==> src/rtl/mac_pkg.sv <==
// Shared constants and saturation helpers for the int8 MAC datapath.
// Used by mac_mul_stage and mac_accumulator.
package mac_pkg;

  localparam int ACT_W         = 8;
  localparam int PROD_W        = 16;
  localparam int SUM_W_DEFAULT = 20;

  // Largest signed value representable in w bits (low 32 bits).
  function automatic logic [31:0] sat_max(input int w);
    logic [63:0] v;
    v = (64'd1 << (w - 1)) - 64'd1;
    return v[31:0];
  endfunction

  // Smallest signed value representable in w bits (low 32 bits).
  function automatic logic [31:0] sat_min(input int w);
    logic [63:0] v;
    v = ~((64'd1 << (w - 1)) - 64'd1);
    return v[31:0];
  endfunction

endpackage

==> src/rtl/mac_mul_stage.sv <==
// P1 of the MAC pipeline: registers act*wgt with its valid/last flags.
// Stalls only when it holds a vector's last product and the result cannot drain.
module mac_mul_stage
  import mac_pkg::*;
(
  input  logic                     clk_i,
  input  logic                     rst_i,
  input  logic                     clr_i,
  input  logic                     in_valid_i,
  input  logic signed [ACT_W-1:0]  act_i,
  input  logic signed [ACT_W-1:0]  wgt_i,
  input  logic                     in_last_i,
  input  logic                     out_valid_i,
  input  logic                     out_ready_i,
  output logic                     in_ready_o,
  output logic                     p1_v_o,
  output logic                     p1_last_o,
  output logic                     p1_adv_o,
  output logic signed [PROD_W-1:0] p1_prod_o
);

  logic                     p1_v_q;
  logic                     p1_last_q;
  logic signed [PROD_W-1:0] p1_prod_q;
  logic signed [PROD_W-1:0] prod_d;
  logic                     accept;

  assign prod_d     = PROD_W'(act_i) * PROD_W'(wgt_i);
  assign p1_adv_o   = !(p1_last_q && out_valid_i && !out_ready_i);
  assign in_ready_o = !clr_i && (!p1_v_q || p1_adv_o);
  assign accept     = in_valid_i && in_ready_o;

  assign p1_v_o    = p1_v_q;
  assign p1_last_o = p1_last_q;
  assign p1_prod_o = p1_prod_q;

  // Capture a new product on accept; drop valid once it has moved on.
  always_ff @(posedge clk_i or posedge rst_i) begin
    if (rst_i) begin
      p1_v_q    <= 1'b0;
      p1_last_q <= 1'b0;
      p1_prod_q <= '0;
    end else if (clr_i) begin
      p1_v_q    <= 1'b0;
    end else if (accept) begin
      p1_v_q    <= 1'b1;
      p1_last_q <= in_last_i;
      p1_prod_q <= prod_d;
    end else if (p1_adv_o) begin
      p1_v_q    <= 1'b0;
    end
  end

endmodule

==> src/rtl/mac_accumulator.sv <==
// Signed int8 x int8 MAC over a vector: accumulate stage plus output register.
// Build option ACC_SAT_EN: clamp the sum on overflow instead of wrapping.
module mac_accumulator
  import mac_pkg::*;
#(
  parameter int SUM_WIDTH = SUM_W_DEFAULT,
  parameter int CNT_WIDTH = 8
) (
  input  logic                        clk,
  input  logic                        rst,
  input  logic                        clr,
  input  logic                        in_valid,
  output logic                        in_ready,
  input  logic signed [ACT_W-1:0]     act,
  input  logic signed [ACT_W-1:0]     wgt,
  input  logic                        in_last,
  output logic                        out_valid,
  input  logic                        out_ready,
  output logic signed [SUM_WIDTH-1:0] sum_accum,
  output logic                        ovf,
  output logic [CNT_WIDTH-1:0]        elem_cnt
);

  logic                     p1_v;
  logic                     p1_last;
  logic                     p1_adv;
  logic signed [PROD_W-1:0] p1_prod;

  logic                 first_q;
  logic [SUM_WIDTH-1:0] acc_q, acc_d, acc_base;
  logic [CNT_WIDTH-1:0] cnt_q, cnt_d, cnt_base;
  logic                 ovf_q, ovf_d, ovf_base;
  logic [SUM_WIDTH:0]   sum_wide;
  logic                 add_ovf;
  logic                 step;

  logic                 ov_q;
  logic [SUM_WIDTH-1:0] sum_q;
  logic                 osat_q;
  logic [CNT_WIDTH-1:0] ocnt_q;

  mac_mul_stage u_mul (
    .clk_i       (clk),
    .rst_i       (rst),
    .clr_i       (clr),
    .in_valid_i  (in_valid),
    .act_i       (act),
    .wgt_i       (wgt),
    .in_last_i   (in_last),
    .out_valid_i (ov_q),
    .out_ready_i (out_ready),
    .in_ready_o  (in_ready),
    .p1_v_o      (p1_v),
    .p1_last_o   (p1_last),
    .p1_adv_o    (p1_adv),
    .p1_prod_o   (p1_prod)
  );

  assign step     = p1_v && p1_adv && !clr;
  assign acc_base = first_q ? '0 : acc_q;
  assign cnt_base = first_q ? '0 : cnt_q;
  assign ovf_base = first_q ? 1'b0 : ovf_q;

  // One extra bit exposes signed overflow of the SUM_WIDTH add.
  assign sum_wide = {acc_base[SUM_WIDTH-1], acc_base}
                  + {{(SUM_WIDTH+1-PROD_W){p1_prod[PROD_W-1]}}, p1_prod};
  assign add_ovf  = sum_wide[SUM_WIDTH] ^ sum_wide[SUM_WIDTH-1];
  assign ovf_d    = ovf_base | add_ovf;
  assign cnt_d    = (&cnt_base) ? cnt_base : cnt_base + CNT_WIDTH'(1);

`ifdef ACC_SAT_EN
  localparam logic [31:0] SMAX32 = sat_max(SUM_WIDTH);
  localparam logic [31:0] SMIN32 = sat_min(SUM_WIDTH);
  // Clamp toward the true sign of the unbounded sum.
  assign acc_d = !add_ovf ? sum_wide[SUM_WIDTH-1:0]
               : sum_wide[SUM_WIDTH] ? SMIN32[SUM_WIDTH-1:0]
               : SMAX32[SUM_WIDTH-1:0];
`else
  assign acc_d = sum_wide[SUM_WIDTH-1:0];
`endif

  // Partial-sum register; restarts from zero after each vector or flush.
  always_ff @(posedge clk or posedge rst) begin
    if (rst) begin
      first_q <= 1'b1;
      acc_q   <= '0;
      cnt_q   <= '0;
      ovf_q   <= 1'b0;
    end else if (clr) begin
      first_q <= 1'b1;
      acc_q   <= '0;
      cnt_q   <= '0;
      ovf_q   <= 1'b0;
    end else if (step) begin
      first_q <= p1_last;
      acc_q   <= acc_d;
      cnt_q   <= cnt_d;
      ovf_q   <= ovf_d;
    end
  end

  // Result register; a new result may replace one draining this cycle.
  always_ff @(posedge clk or posedge rst) begin
    if (rst) begin
      ov_q   <= 1'b0;
      sum_q  <= '0;
      osat_q <= 1'b0;
      ocnt_q <= '0;
    end else if (step && p1_last) begin
      ov_q   <= 1'b1;
      sum_q  <= acc_d;
      osat_q <= ovf_d;
      ocnt_q <= cnt_d;
    end else if (out_ready) begin
      ov_q   <= 1'b0;
    end
  end

  assign out_valid = ov_q;
  assign sum_accum = sum_q;
  assign ovf       = osat_q;
  assign elem_cnt  = ocnt_q;

endmodule
==> config.mk <==
export PLATFORM = sky130hd
export DESIGN_NAME = mac_accumulator
export DESIGN_NICKNAME = d
export VERILOG_FILES = /design/src/rtl/mac_pkg.sv /design/src/rtl/mac_mul_stage.sv /design/src/rtl/mac_accumulator.sv
export SDC_FILE = /design/constraint.sdc
export NUM_CORES = 1
export LEC_CHECK = 0
export CAP_MARGIN = 0
export CORE_MARGIN = 3
export CORE_UTILIZATION = 43
export CTS_BUF_LIST = sky130_fd_sc_hd__clkbuf_16
export CTS_CLUSTER_SIZE = 28
export DETAILED_ROUTE_END_ITERATION = 8
export SETUP_SLACK_MARGIN = 0.02
export SYNTH_ARGS = -nofsm -noshare
export SYNTH_HDL_FRONTEND = slang
export SYNTH_HIERARCHICAL = 1
export SYNTH_SLANG_ARGS = --single-unit
==> constraint.sdc <==
create_clock -name clk -period 3.1 [get_ports clk]
set_clock_uncertainty 0.1 [all_clocks]
set_input_delay 0.93 -clock clk [delete_from_list [all_inputs] [get_ports clk]]
set_output_delay 0.93 -clock clk [all_outputs]
set_load 0.005 [all_outputs]
* Yosys cells after proc, flatten, opt, wreduce, memory -nomap -nowiden
Index checks and enable logic that the tools add are counted.
** Storage, ports and cells
- Register bits after elaboration :: 78
- Word-level logic and storage cells :: 51
- Bits of input ports :: 22
- Output and inout port bits :: 31
** Cells by class
- Eq/ne operators :: 1
- $mul :: 1
- $add $sub $neg :: 2
- Reductions and logical operators :: 16
- Mux-type cells :: 17
- Bitwise operators :: 3
** Operator list (number)
- two-way mux 20 bit :: 3
- two-way mux 8 bit :: 4
- adder 20 x 16 -> 21 bit :: 1
- multiplier 8 x 8 -> 16 bit :: 1
- two-way mux 1 bit :: 10
- adder 8 x 1 -> 8 bit (second input constant) :: 1
- AND reduction 8 bit :: 1
- logical AND 1 bit :: 7
- logical NOT 1 bit :: 4
- nonzero test 2 bit :: 2
- inequality test 3 x 2 -> 1 bit (second input constant) :: 1
- AND reduction 2 bit :: 1
- logical OR 1 bit :: 1
- inverter 1 bit :: 1
- bitwise OR 1 bit :: 1
- bitwise XOR 1 bit :: 1

* Longest topological paths before layout
Gate-level depths: netlist of the first run.
- Depth in word-level cells :: 8
- Depth in mapped cells :: 18
- Depth with buffers taken out :: 18

* Hierarchy
The synthesis of the first run kept the hierarchy.
** Modules (own cells, without submodules)
- mac_accumulator :: area each 3519.6 sq um, sequential area each 1502.7 sq um, cells an instance 364, times used 1
- mac_mul_stage :: area each 3186.8 sq um, sequential area each 450.4 sq um, cells an instance 339, times used 1

* Worst setup path after synthesis of the first run
No wires, ideal clock.
- Path kind :: input port to flip-flop
- From :: in act[7]
- To :: reg u_mul.p1_prod_q[15], in the netlist u_mul/p1_prod_o[15]
- Stages :: 16
- Data arrival time :: 4.500 ns
- Path slack :: -1.631 ns
- Path buffers :: 0
- Required time :: 2.870 ns
- Cell sequence :: and2_1 > ha_1 > inv_1 > fa_1 > inv_1 > fa_1 > inv_1 > fa_1 > inv_1 > ha_1 > a21o_1 > a21oi_2 > o21bai_2 > o41ai_2 > xnor2_1 > o21ai_1
** Between the ends
- Cells in the longest elaborated chain, start to end :: 1
** Ends and longest elaborated chain
- start, declared :: RTL line mac_accumulator.sv:14 : input logic signed [ACT_W-1:0] act,
- multiplier 8 x 8 -> 16 bit :: RTL line mac_mul_stage.sv:28 : assign prod_d = PROD_W'(act_i) * PROD_W'(wgt_i);
- end signal, assigned :: RTL line mac_mul_stage.sv:48 : p1_prod_q <= prod_d;
- end, declared :: RTL line mac_mul_stage.sv:24 : logic signed [PROD_W-1:0] p1_prod_q;
No other way between the ends.
A chain may end at the register's enable or synchronous reset.

* Final worst setup path of the first run
- From :: in act[3]
- To :: reg u_mul.p1_prod_q[11], in the netlist u_mul/p1_prod_o[11]
The elaborated chain is that of the path after synthesis.

==> results of run 1 <==
## power breakdown
group | switching [mW] | internal, mW
combinational | 1.73 | 1.92
clock | 0.388 | 0.609
sequential | 0.167 | 1.28
total | 2.28 | 3.80
## final cells by class
cell class | instances | area share
timing repair buffer | 126 | 0.135
inverter | 90 | 0.0392
clock inverter | 5 | 0.00619
sequential | 78 | 0.225
multi-input combinational | 516 | 0.538
tap | 211 | 0.0304
clock buffer | 9 | 0.0259
## registers in the layout, summed over array words and instances (netlist names)
| register | flops |
|---|---|
| acc_q | 20 |
| sum_accum | 20 |
| u_mul/p1_prod_o | 16 |
| cnt_q | 8 |
| elem_cnt | 8 |
| first_q | 1 |
| out_valid | 1 |
| ovf | 1 |
| ovf_q | 1 |
| u_mul/p1_last_o | 1 |
| u_mul/p1_v_o | 1 |
## per-layer routing
layer  vias up  global-route usage
li1       2582                   -
met1      2565               0.225
met2        70               0.321
met3        13              0.0187
met4         0              0.0423
met5         -                   0
## final timing paths
kind                                             to  slack, ps
worst max-delay path            u_mul/p1_prod_o[11]      -1350
worst min-delay path                    elem_cnt[7]        370
worst max register to register        sum_accum[18]        230
worst min register to register          elem_cnt[7]        370
max in group asynchronous       u_mul/p1_prod_o[15]       1470
min in group asynchronous              sum_accum[4]        900
## kinds of logic (layout without fill, tap and decap cells)
kind of cell / count (synthesis) / in the layout
simple gates: 211 / 211
compound gates: 142 / 142
buf+inv: 109 / 230
fa+ha+maj: 106 / 106
flops: 78 / 78
xor+xnor: 35 / 35
mux: 22 / 22
## worst max-delay path: cells and delay by family
kind	cells	cell delay [ps]
adders and majority gates	5	2340
AOI/OAI and AO/OA	3	600
and+or+nand+nor	3	440
buffers and inverters	5	290
## cell usage in the layout, fill, tap and decap left out, types with 7 or more instances in the layout
cell and instances:
sky130_fd_sc_hd__dfrtp_1 77, sky130_fd_sc_hd__nand2_1 76, sky130_fd_sc_hd__inv_1 72, sky130_fd_sc_hd__buf_4 65, sky130_fd_sc_hd__fa_1 50, sky130_fd_sc_hd__o21ai_0 41
sky130_fd_sc_hd__ha_1 36, sky130_fd_sc_hd__clkdlybuf4s50_1 35, sky130_fd_sc_hd__and2_1 27, sky130_fd_sc_hd__nor2b_1 26, sky130_fd_sc_hd__a21oi_1 21, sky130_fd_sc_hd__xnor2_1 18
sky130_fd_sc_hd__inv_2 18, sky130_fd_sc_hd__xor2_1 17, sky130_fd_sc_hd__and2_4 17, sky130_fd_sc_hd__mux2_2 16, sky130_fd_sc_hd__nor2_1 14, sky130_fd_sc_hd__buf_6 13
sky130_fd_sc_hd__a22o_1 12, sky130_fd_sc_hd__ha_4 12, sky130_fd_sc_hd__clkbuf_16 9, sky130_fd_sc_hd__a21o_1 8, sky130_fd_sc_hd__and3_1 8, sky130_fd_sc_hd__o31ai_1 8
sky130_fd_sc_hd__o21ai_1 7, sky130_fd_sc_hd__nand2b_1 7
## timing repair
item | 4_1_cts | 5_1_grt
endpoints found under the setup margin | 14 | 19
gates cloned | 0 | 0
gates resized for setup | 99 | 54
pin swaps | 28 | 41
hold buffers | 0 | 0
setup buffers | 4 | 5
hold endpoints to repair | 0 | 0
==> out/qor.json, run 1 <==
{
  "run_status": {"value": "complete, but fails checks"},
  "failed_checks": {"value": "negative setup slack"},
  "grt_usage": {"value": 0.177},
  "initial_utilization": {"value": 0.440},
  "synth_sequential_area_ratio": {"value": 0.291},
  "synth_area_in_adders": {"value": 0.260},
  "synthArstFlopShare": {"value": 1.00},
  "synth.mux.area_fraction": {"value": 0.0360},
  "rr_startpoint": {"value": "first_q"},
  "finalCoreUtilization": {"value": 0.570},
  "yosys.area.top_type_share": {"value": 0.287},
  "power-per-cell-area": {"value": 700, "unit": "nW/µm²"},
  "final_nets": {"value": 949},
  "die_height": {"value": 131, "unit": "µm"},
  "setup.worst_path.end_class": {"value": "flip-flop"},
  "synth.area.top_cells": {"value": "sky130_fd_sc_hd__dfrtp_1 29%, sky130_fd_sc_hd__fa_1 17%, sky130_fd_sc_hd__ha_1 9.3%, sky130_fd_sc_hd__inv_1 5.0%, sky130_fd_sc_hd__nand2_1 4.5%"},
  "ctsHtreeMaxLevel": {"value": 3},
  "place_worst_setup_slack": {"value": -2220, "unit": "ps"},
  "first_global_vias": {"value": 5321},
  "finish.instance_area": {"value": 8690, "unit": "µm²"},
  "fillCellCount": {"value": 1353},
  "holdWs": {"value": 372, "unit": "ps"},
  "crit_path_frequent_cell": {"value": "sky130_fd_sc_hd__fa_1"},
  "timing.hold.worst.class": {"value": "reg -> reg"},
  "cts.sink_count": {"value": 78},
  "crit_required": {"value": 3240, "unit": "ps"},
  "synth_top_family_by_area": {"value": "adder cells"},
  "finalMaxSlewViolations": {"value": 0},
  "dieWidth": {"value": 131, "unit": "µm"},
  "detail_route.wirelength.met1": {"value": 6540, "unit": "µm"},
  "synth_seq_cells": {"value": 78},
  "clk_path_buf_depth": {"value": 2},
  "final-setup-viol-count": {"value": 12},
  "slowest_delay": {"value": 550, "unit": "ps"},
  "fin_total_pwr": {"value": 6.08, "unit": "mW"},
  "worstRegToRegCells": {"value": 13},
  "placed_cells_incl_taps": {"value": 1012},
  "route.antenna.remaining_nets": {"value": 0},
  "io_pins": {"value": 53},
  "area_added_between_synthesis_and_finish": {"value": 29.6, "unit": "%"},
  "finalHoldViolCount": {"value": 0},
  "synth_enable_flop_cells": {"value": 0},
  "finalWorstPathRequiredPeriod": {"value": 4450, "unit": "ps"},
  "drt-initial-drc-count": {"value": 209},
  "timing.critical_path.from_type": {"value": "primary input"},
  "grt_start_max_net_pins": {"value": 61},
  "cell_with_the_largest_stage_delay_on_the_worst_path": {"value": "sky130_fd_sc_hd__fa_1"},
  "syn-cell-area": {"value": 6710, "unit": "µm²"},
  "synth-simple-area-share": {"value": 0.162},
  "setup_repair_after_global_routing_missed_its_margin": {"value": "yes"},
  "max_cap_viol_count": {"value": 0},
  "slew-limit-headroom": {"value": 0.522},
  "synth_xor_area_frac": {"value": 0.0457},
  "drive_above_1_share": {"value": 0.255},
  "hold_depth": {"value": 2},
  "fmax": {"value": 225, "unit": "MHz"},
  "hold_start": {"value": "elem_cnt[7]"},
  "detail_route.wirelength": {"value": 14600, "unit": "µm"},
  "multiInputGateArea": {"value": 4680, "unit": "µm²"},
  "crit_chain": {"value": "buf_12 -> and2_4 -> fa_1 -> inv_2 -> fa_1 -> inv_2 -> fa_1 -> inv_1 -> fa_1 -> inv_2 -> ha_4 -> nand4_1 -> a21boi_2 -> o21a_1 -> nor3_2 -> o31ai_1"},
  "synth_compound_gate_area_share": {"value": 0.142},
  "vias_per_cell": {"value": 5.05},
  "tightestPinTransition": {"value": 716, "unit": "ps"},
  "place_area": {"value": 8140, "unit": "µm²"},
  "cp-startpoint": {"value": "act[3]"},
  "synth.top_cells.by_count": {"value": "90 x sky130_fd_sc_hd__inv_1, 80 x sky130_fd_sc_hd__nand2_1, 77 x sky130_fd_sc_hd__dfrtp_1, 56 x sky130_fd_sc_hd__fa_1, 50 x sky130_fd_sc_hd__ha_1"},
  "cts_made_buffers": {"value": 9},
  "mappedNetlistNets": {"value": 831},
  "synth_top_flop_cell": {"value": "sky130_fd_sc_hd__dfrtp_1"},
  "root_buffer": {"value": "sky130_fd_sc_hd__clkbuf_16"},
  "part_of_the_cycle_the_worst_path_needs": {"value": 1.44},
  "worst_ir_drop_vdd": {"value": 0.000321, "unit": "V"},
  "layout_setup_ws": {"value": -1350, "unit": "ps"},
  "grt-ovfl-total": {"value": 0},
  "port-buffer-count": {"value": 52},
  "die-area": {"value": 17100, "unit": "µm²"},
  "detailedRoute.firstPassIterationCount": {"value": 4},
  "finalNonFillerCells": {"value": 1035},
  "synth_warnings": {"value": 6},
  "worstSetupPathType": {"value": "in -> reg"},
  "remaining_design_rule_violation_count": {"value": 0},
  "place.detailed.hpwl": {"value": 11500, "unit": "µm"},
  "largest_fanout_on_the_critical_path": {"value": 5},
  "path_clk_slew": {"value": 60, "unit": "ps"},
  "number_of_antenna_violations_at_the_first_check_in_global_routing": {"value": 0},
  "netlist.top_cell.by_area": {"value": "sky130_fd_sc_hd__dfrtp_1"},
  "num_vias": {"value": 5230},
  "synthCells": {"value": 703},
  "met2WireLength": {"value": 7550, "unit": "µm"},
  "synth.lib_cells_used.distinct": {"value": 60},
  "design.core.area": {"value": 15300, "unit": "µm²"},
  "cts_tree": {"value": "done"},
  "syn_avg_cell_area": {"value": 9.54, "unit": "µm²"},
  "timing.critical_path.arrival": {"value": 4590, "unit": "ps"},
  "synth_most_common_cell": {"value": "sky130_fd_sc_hd__inv_1"},
  "site_row_count": {"value": 45},
  "mean_routed_wirelength_per_cell": {"value": 14.1, "unit": "µm"},
  "static_leak": {"value": 4.04, "unit": "nW"},
  "n_antenna_cell": {"value": 0},
  "grt_first_pass_wirelength": {"value": 24500, "unit": "µm"},
  "sequential_cell_area": {"value": 1950, "unit": "µm²"},
  "setup_tns": {"value": -12060, "unit": "ps"},
  "gp_congestion": {"value": 0.891},
  "met3_wirelength": {"value": 338, "unit": "µm"},
  "worstSkewPairLatency": {"value": 330, "unit": "ps"},
  "top_metal_used": {"value": "met4"}
}
(Power assumes the default switching activity.)
==> inputs of run 2 (changes only) <==
--- a/config.mk
+++ b/config.mk
@@ -9,7 +9,7 @@
 export CORE_MARGIN = 3
 export CORE_UTILIZATION = 43
 export CTS_BUF_LIST = sky130_fd_sc_hd__clkbuf_16
-export CTS_CLUSTER_SIZE = 28
+export CTS_CLUSTER_SIZE = 20
 export DETAILED_ROUTE_END_ITERATION = 8
 export SETUP_SLACK_MARGIN = 0.02
 export SYNTH_ARGS = -nofsm -noshare
==> constraint.sdc (replaced) <==
create_clock -name clk -period 5.8 [get_ports clk]
set_clock_uncertainty 0.1 [all_clocks]
set_input_delay 1.74 -clock clk [delete_from_list [all_inputs] [get_ports clk]]
set_output_delay 1.74 -clock clk [all_outputs]
set_load 0.05 [all_outputs]
==> out/qor.json, run 2 (same netlist as run 1, synthesis figures left out) <==
{
  "fmax": {"value": 178, "unit": "MHz"},
  "part_of_the_cycle_the_worst_path_needs": {"value": 0.968},
  "clk_path_buf_depth": {"value": 2, "change": "unchanged"},
  "mean_routed_wirelength_per_cell": {"value": 14.3, "unit": "µm", "change": "+1.3%"},
  "vias_per_cell": {"value": 5.09, "change": "+0.64%"},
  "layout.cells.most_common": {"value": "sky130_fd_sc_hd__inv_1"},
  "tightestPinTransition": {"value": 1050, "unit": "ps", "change": "+332 ps"},
  "power-per-cell-area": {"value": 404, "unit": "nW/µm²", "change": "-42%"},
  "worstSkewPairLatency": {"value": 340, "unit": "ps", "change": "about the same"},
  "gp_congestion": {"value": 0.890, "change": "about the same"},
  "timing.critical_path.from_type": {"value": "primary input"},
  "place_area": {"value": 7830, "unit": "µm²", "change": "-3.8%"},
  "hold_start": {"value": "acc_q[4]"},
  "number_of_antenna_violations_at_the_first_check_in_global_routing": {"value": 0, "change": "unchanged"},
  "slew-limit-headroom": {"value": 0.300, "change": "-0.222"},
  "site_row_count": {"value": 45, "change": "unchanged"},
  "grt_usage": {"value": 0.176, "change": "-0.000823"},
  "finalMaxSlewViolations": {"value": 0, "change": "unchanged"},
  "root_buffer": {"value": "sky130_fd_sc_hd__clkbuf_16"},
  "layout_setup_ws": {"value": 183, "unit": "ps", "change": "+1540 ps"},
  "finalWorstPathRequiredPeriod": {"value": 5620, "unit": "ps"},
  "detail_route.wirelength": {"value": 14500, "unit": "µm", "change": "-0.39%"},
  "max_cap_viol_count": {"value": 0, "change": "unchanged"},
  "finalHoldViolCount": {"value": 0, "change": "unchanged"},
  "cp-startpoint": {"value": "act[0]"},
  "final-setup-viol-count": {"value": 0, "change": "-12"},
  "grt-ovfl-total": {"value": 0, "change": "unchanged"},
  "dieWidth": {"value": 131, "unit": "µm", "change": "unchanged"},
  "port-buffer-count": {"value": 52, "change": "unchanged"},
  "setup_tns": {"value": 0, "unit": "ps", "change": "+12,060 ps"},
  "crit_required": {"value": 5940, "unit": "ps", "change": "+2700 ps"},
  "die-area": {"value": 17100, "unit": "µm²", "change": "unchanged"},
  "cts_tree": {"value": "done"},
  "setup_repair_after_global_routing_missed_its_margin": {"value": "yes"},
  "most-common-layout-cells": {"value": "89 x sky130_fd_sc_hd__inv_1, 78 x sky130_fd_sc_hd__nand2_1, 77 x sky130_fd_sc_hd__dfrtp_1"},
  "largest_fanout_on_the_critical_path": {"value": 3, "change": "-2"},
  "setup.worst_path.end_class": {"value": "flip-flop"},
  "ctsHtreeMaxLevel": {"value": 3, "change": "unchanged"},
  "rr_startpoint": {"value": "first_q"},
  "timing.hold.worst.class": {"value": "reg -> reg"},
  "area_added_between_synthesis_and_finish": {"value": 21.6, "unit": "%"},
  "n_antenna_cell": {"value": 0, "change": "unchanged"},
  "remaining_design_rule_violation_count": {"value": 0, "change": "unchanged"},
  "num_vias": {"value": 5177, "change": "-1.0%"},
  "first_global_vias": {"value": 5166, "change": "-2.9%"},
  "grt_start_max_net_pins": {"value": 40, "change": "-34%"},
  "fin_total_pwr": {"value": 3.30, "unit": "mW", "change": "-46%"},
  "route.antenna.remaining_nets": {"value": 0, "change": "unchanged"},
  "place_worst_setup_slack": {"value": -470, "unit": "ps", "change": "+1750 ps"},
  "timing.critical_path.arrival": {"value": 5760, "unit": "ps", "change": "+1170 ps"},
  "drive_above_1_share": {"value": 0.141, "change": "-0.114"},
  "finish.instance_area": {"value": 8160, "unit": "µm²", "change": "-6.1%"},
  "place.detailed.hpwl": {"value": 11600, "unit": "µm", "change": "+1.2%"},
  "drt-initial-drc-count": {"value": 238, "change": "+14%"},
  "static_leak": {"value": 3.89, "unit": "nW", "change": "-3.9%"},
  "final_nets": {"value": 931, "change": "-1.9%"},
  "finalCoreUtilization": {"value": 0.535, "change": "-0.0349"},
  "design.core.area": {"value": 15300, "unit": "µm²", "change": "unchanged"},
  "cts.sink_count": {"value": 78, "change": "unchanged"},
  "grt_first_pass_wirelength": {"value": 24400, "unit": "µm", "change": "-0.45%"},
  "hold_buffers": {"value": 0, "change": "unchanged"},
  "cts_made_buffers": {"value": 9, "change": "unchanged"},
  "initial_utilization": {"value": 0.440, "change": "unchanged"},
  "die_height": {"value": 131, "unit": "µm", "change": "unchanged"},
  "io_pins": {"value": 53, "change": "unchanged"},
  "worst_ir_drop_vdd": {"value": 0.000179, "unit": "V", "change": "-44%"},
  "path_clk_slew": {"value": 50, "unit": "ps", "change": "about the same"},
  "run_status": {"value": "finished clean"},
  "postCtsSetupBuffers": {"value": 0, "change": "-4"},
  "worstSetupPathType": {"value": "in -> reg"},
  "detailedRoute.firstPassIterationCount": {"value": 4, "change": "unchanged"}
}
-- run 2: cell types whose count changed in the layout (fill, tap and decap cells not counted), sizes merged --
cell | before | now
buf | 88 | 56
bufinv | 1 | 0
clkdlybuf4s15 | 2 | 6
clkdlybuf4s50 | 35 | 38
clkinv | 1 | 5
clkinvlp | 2 | 0
dlygate4sd2 | 1 | 6
dlymetal6s2s | 0 | 2
-- run 2: where the power goes --
part | switching (mW) | internal, mW
clock network | 0.213 | 0.282
registers | 0.0954 | 0.683
logic | 1.12 | 0.903
-- run 2: path summary, 6_finish.rpt --
check / endpoint / slack, ps / cells past startpoint
worst min-delay path: acc_q[4] / 370 / 2
max in group asynchronous: acc_q[15] / 3060 / 3
min in group asynchronous: sum_accum[1] / 1660 / 2
worst max-delay path: u_mul/p1_prod_o[11] / 180 / 16
worst min register to register: acc_q[4] / 370 / 2
worst max register to register: ovf / 2410 / 10
-- run 2: routing by layer --
layer	track usage	vias up	routed length (µm)
met2	0.309	83	7240
met4	0.0581	0	277
li1	-	2556	-
met3	0.0199	21	359
met5	0	-	0
met1	0.226	2517	6650
-- run 2: final cells by class --
cell class | instances | area (µm²)
Inverter | 90 | 338
Clock buffer | 9 | 225
Multi-Input combinational cell | 516 | 4410
Clock inverter | 6 | 31.3
Tap cell | 211 | 264
Timing Repair Buffer | 108 | 938
Fill cell | 1406 | 7100
Sequential cell | 78 | 1950
-- run 2: critical path, cell delays in order --
cell                              delay [ps]
sky130_fd_sc_hd__clkdlybuf4s50_1         410
sky130_fd_sc_hd__nand2b_1                160
sky130_fd_sc_hd__fa_1                    470
sky130_fd_sc_hd__fa_1                    540
sky130_fd_sc_hd__inv_1                    50
sky130_fd_sc_hd__fa_1                    520
sky130_fd_sc_hd__inv_1                    50
sky130_fd_sc_hd__fa_1                    520
sky130_fd_sc_hd__inv_1                    70
sky130_fd_sc_hd__ha_4                    180
sky130_fd_sc_hd__a21oi_4                 160
sky130_fd_sc_hd__and2_4                  170
sky130_fd_sc_hd__a21boi_0                110
sky130_fd_sc_hd__o21a_1                  210
sky130_fd_sc_hd__o21a_1                  160
sky130_fd_sc_hd__o31ai_1                 220
-- run 2: per-stage QoR --
stage | hold slack (ps) | std cells
2_1_floorplan | 342 | 703
3_3_place_gp | 361 | 1003
3_5_place_dp | 362 | 1003
4_1_cts | 375 | 1018
5_1_grt | 402 | 1018
6_report | 373 | 1018
-- run 2: timing repair --
| action | CTS | global route |
|---|---|---|
| endpoints found under the setup margin | 5 | 6 |
| pin swaps | 1 | 8 |
| gates resized for setup | 15 | 20 |
==> inputs of run 3 (changes only) <==
==> constraint.sdc (replaced) <==
create_clock -name clk -period 6.8 [get_ports clk]
set_clock_uncertainty 0.1 [all_clocks]
set_input_delay 2.04 -clock clk [delete_from_list [all_inputs] [get_ports clk]]
set_output_delay 2.04 -clock clk [all_outputs]
set_load 0.05 [all_outputs]
==> out/qor.json, run 3 (same netlist as run 1, synthesis figures left out) <==
{
  "run_status": {"value": "finished clean"},
  "most-common-layout-cells": {"value": "90 x sky130_fd_sc_hd__inv_1, 80 x sky130_fd_sc_hd__nand2_1, 77 x sky130_fd_sc_hd__dfrtp_1"},
  "num_vias": {"value": 4948, "change": "-4.4%"},
  "route.antenna.remaining_nets": {"value": 0, "change": "unchanged"},
  "detailedRoute.firstPassIterationCount": {"value": 4, "change": "unchanged"},
  "postCtsSetupBuffers": {"value": 0, "change": "unchanged"},
  "timing.critical_path.arrival": {"value": 6500, "unit": "ps", "change": "+740 ps"},
  "cts_made_buffers": {"value": 9, "change": "unchanged"},
  "static_leak": {"value": 3.63, "unit": "nW", "change": "-6.7%"},
  "slew-limit-headroom": {"value": 0.487, "change": "+0.187"},
  "remaining_design_rule_violation_count": {"value": 0, "change": "unchanged"},
  "timing.critical_path.from_type": {"value": "primary input"},
  "path_clk_slew": {"value": 60, "unit": "ps", "change": "about the same"},
  "die_height": {"value": 131, "unit": "µm", "change": "unchanged"},
  "fin_total_pwr": {"value": 2.58, "unit": "mW", "change": "-22%"},
  "cts_repair_resize_count": {"value": 0, "change": "-15"},
  "area_added_between_synthesis_and_finish": {"value": 15.7, "unit": "%"},
  "design.core.area": {"value": 15300, "unit": "µm²", "change": "unchanged"},
  "worstRegToRegCells": {"value": 10, "change": "unchanged"},
  "place_area": {"value": 7480, "unit": "µm²", "change": "-4.5%"},
  "finalMaxSlewViolations": {"value": 0, "change": "unchanged"},
  "worstReg2RegEnd": {"value": "ovf"},
  "largest_fanout_on_the_critical_path": {"value": 9, "change": "+6"},
  "grt_usage": {"value": 0.174, "change": "-0.00165"},
  "first_global_vias": {"value": 5070, "change": "-1.9%"},
  "drive_above_1_share": {"value": 0.0711, "change": "-0.0702"},
  "detail_route.wirelength": {"value": 14000, "unit": "µm", "change": "-3.8%"},
  "timing.hold.worst.class": {"value": "reg -> reg"},
  "port-buffer-count": {"value": 52, "change": "unchanged"},
  "power-per-cell-area": {"value": 333, "unit": "nW/µm²", "change": "-18%"},
  "final_nets": {"value": 884, "change": "-5.0%"},
  "ctsHtreeMaxLevel": {"value": 3, "change": "unchanged"},
  "worstSetupPathType": {"value": "in -> reg"},
  "drt-initial-drc-count": {"value": 230, "change": "-3.4%"},
  "rr_startpoint": {"value": "first_q"},
  "layout.cells.most_common": {"value": "sky130_fd_sc_hd__inv_1"},
  "fmax": {"value": 157, "unit": "MHz"},
  "initial_utilization": {"value": 0.440, "change": "unchanged"},
  "root_buffer": {"value": "sky130_fd_sc_hd__clkbuf_16"},
  "io_pins": {"value": 53, "change": "unchanged"},
  "number_of_antenna_violations_at_the_first_check_in_global_routing": {"value": 0, "change": "unchanged"},
  "final-setup-viol-count": {"value": 0, "change": "unchanged"},
  "cts.sink_count": {"value": 78, "change": "unchanged"},
  "gp_congestion": {"value": 0.892, "change": "+0.25%"},
  "finish.instance_area": {"value": 7760, "unit": "µm²", "change": "-4.9%"},
  "setup_tns": {"value": 0, "unit": "ps", "change": "unchanged"},
  "tightestPinTransition": {"value": 769, "unit": "ps", "change": "-278 ps"},
  "die-area": {"value": 17100, "unit": "µm²", "change": "unchanged"},
  "grt_start_max_net_pins": {"value": 61, "change": "+53%"},
  "n_antenna_cell": {"value": 0, "change": "unchanged"},
  "cts_tree": {"value": "done"},
  "clk_path_buf_depth": {"value": 2, "change": "unchanged"},
  "timing.reg2reg.setup_slack": {"value": 3460, "unit": "ps", "change": "+1050 ps"},
  "grt-ovfl-total": {"value": 0, "change": "unchanged"},
  "worstSkewPairLatency": {"value": 340, "unit": "ps", "change": "about the same"},
  "max_cap_viol_count": {"value": 0, "change": "unchanged"},
  "vias_per_cell": {"value": 5.10, "change": "+0.20%"},
  "setup_repair_after_global_routing_missed_its_margin": {"value": "no"},
  "place.detailed.hpwl": {"value": 11100, "unit": "µm", "change": "-4.8%"},
  "setup.worst_path.end_class": {"value": "flip-flop"},
  "grt_first_pass_wirelength": {"value": 24100, "unit": "µm", "change": "-1.4%"},
  "finalHoldViolCount": {"value": 0, "change": "unchanged"},
  "mean_routed_wirelength_per_cell": {"value": 14.4, "unit": "µm", "change": "+0.90%"},
  "timing.critical_path.to": {"value": "u_mul/p1_prod_o[11]"},
  "finalWorstPathRequiredPeriod": {"value": 6360, "unit": "ps"},
  "site_row_count": {"value": 45, "change": "unchanged"},
  "cp-startpoint": {"value": "wgt[7]"},
  "crit_required": {"value": 6940, "unit": "ps", "change": "+1000 ps"},
  "part_of_the_cycle_the_worst_path_needs": {"value": 0.936},
  "worst_ir_drop_vdd": {"value": 0.000120, "unit": "V", "change": "-33%"},
  "hold_buffers": {"value": 0, "change": "unchanged"},
  "dieWidth": {"value": 131, "unit": "µm", "change": "unchanged"}
}
-- run 3: power breakdown --
group	switching, mW	internal (mW)
clock	0.184	0.278
sequential	0.0821	0.582
combinational	0.865	0.591
-- run 3: critical path, cell delays in order --
cell,delay [ps]
sky130_fd_sc_hd__clkdlybuf4s50_1,650
sky130_fd_sc_hd__nor2b_1,250
sky130_fd_sc_hd__fa_1,450
sky130_fd_sc_hd__fa_1,520
sky130_fd_sc_hd__fa_1,540
sky130_fd_sc_hd__inv_1,50
sky130_fd_sc_hd__fa_1,520
sky130_fd_sc_hd__inv_1,40
sky130_fd_sc_hd__ha_1,350
sky130_fd_sc_hd__a21oi_1,170
sky130_fd_sc_hd__and2_1,180
sky130_fd_sc_hd__a21boi_0,130
sky130_fd_sc_hd__o21a_1,210
sky130_fd_sc_hd__o21a_1,170
sky130_fd_sc_hd__o31ai_1,220
-- run 3: cell type report --
class,instances,area [µm²]
well taps,211,264
fillers,1484,7500
clock inverters,6,55.1
flip-flops and latches,78,1950
clock buffers,9,225
multi-input cells,516,4340
repair buffers,61,588
inverters,90,338
-- run 3: metrics by stage --
stage / utilization / hold WS [ps] / worst slack (ps) / cells
floorplan: - / 342 / 959 / 703
global placement: 0.490 / 358 / 216 / 956
detailed placement: 0.490 / 368 / 91.7 / 956
CTS: 0.508 / 380 / 440 / 971
global route: 0.508 / 396 / 129 / 971
finish: 0.508 / 371 / 435 / 971
-- run 3: how the worst min path moves through the flow --
| stage | cells after the start | slack (ps) | from | to |
|---|---|---|---|---|
| 4_1_cts | 2 | 380 | acc_q[2] | acc_q[2] |
| 3_3_place_gp | 2 | 360 | acc_q[8] | acc_q[8] |
| 2_1_floorplan | 2 | 340 | acc_q[14] | acc_q[14] |
| 6_report | 2 | 370 | acc_q[2] | acc_q[2] |
| 5_1_grt | 2 | 400 | acc_q[19] | acc_q[19] |
| 3_5_place_dp | 2 | 370 | acc_q[7] | acc_q[7] |
-- run 3: per-layer routing --
| layer | routed length, µm | global-route usage | vias to the layer above |
|---|---|---|---|
| li1 | - | - | 2458 |
| met1 | 6610 | 0.226 | 2394 |
| met2 | 6860 | 0.304 | 80 |
| met3 | 352 | 0.0272 | 16 |
| met4 | 163 | 0.0454 | 0 |
| met5 | 0 | 0 | - |
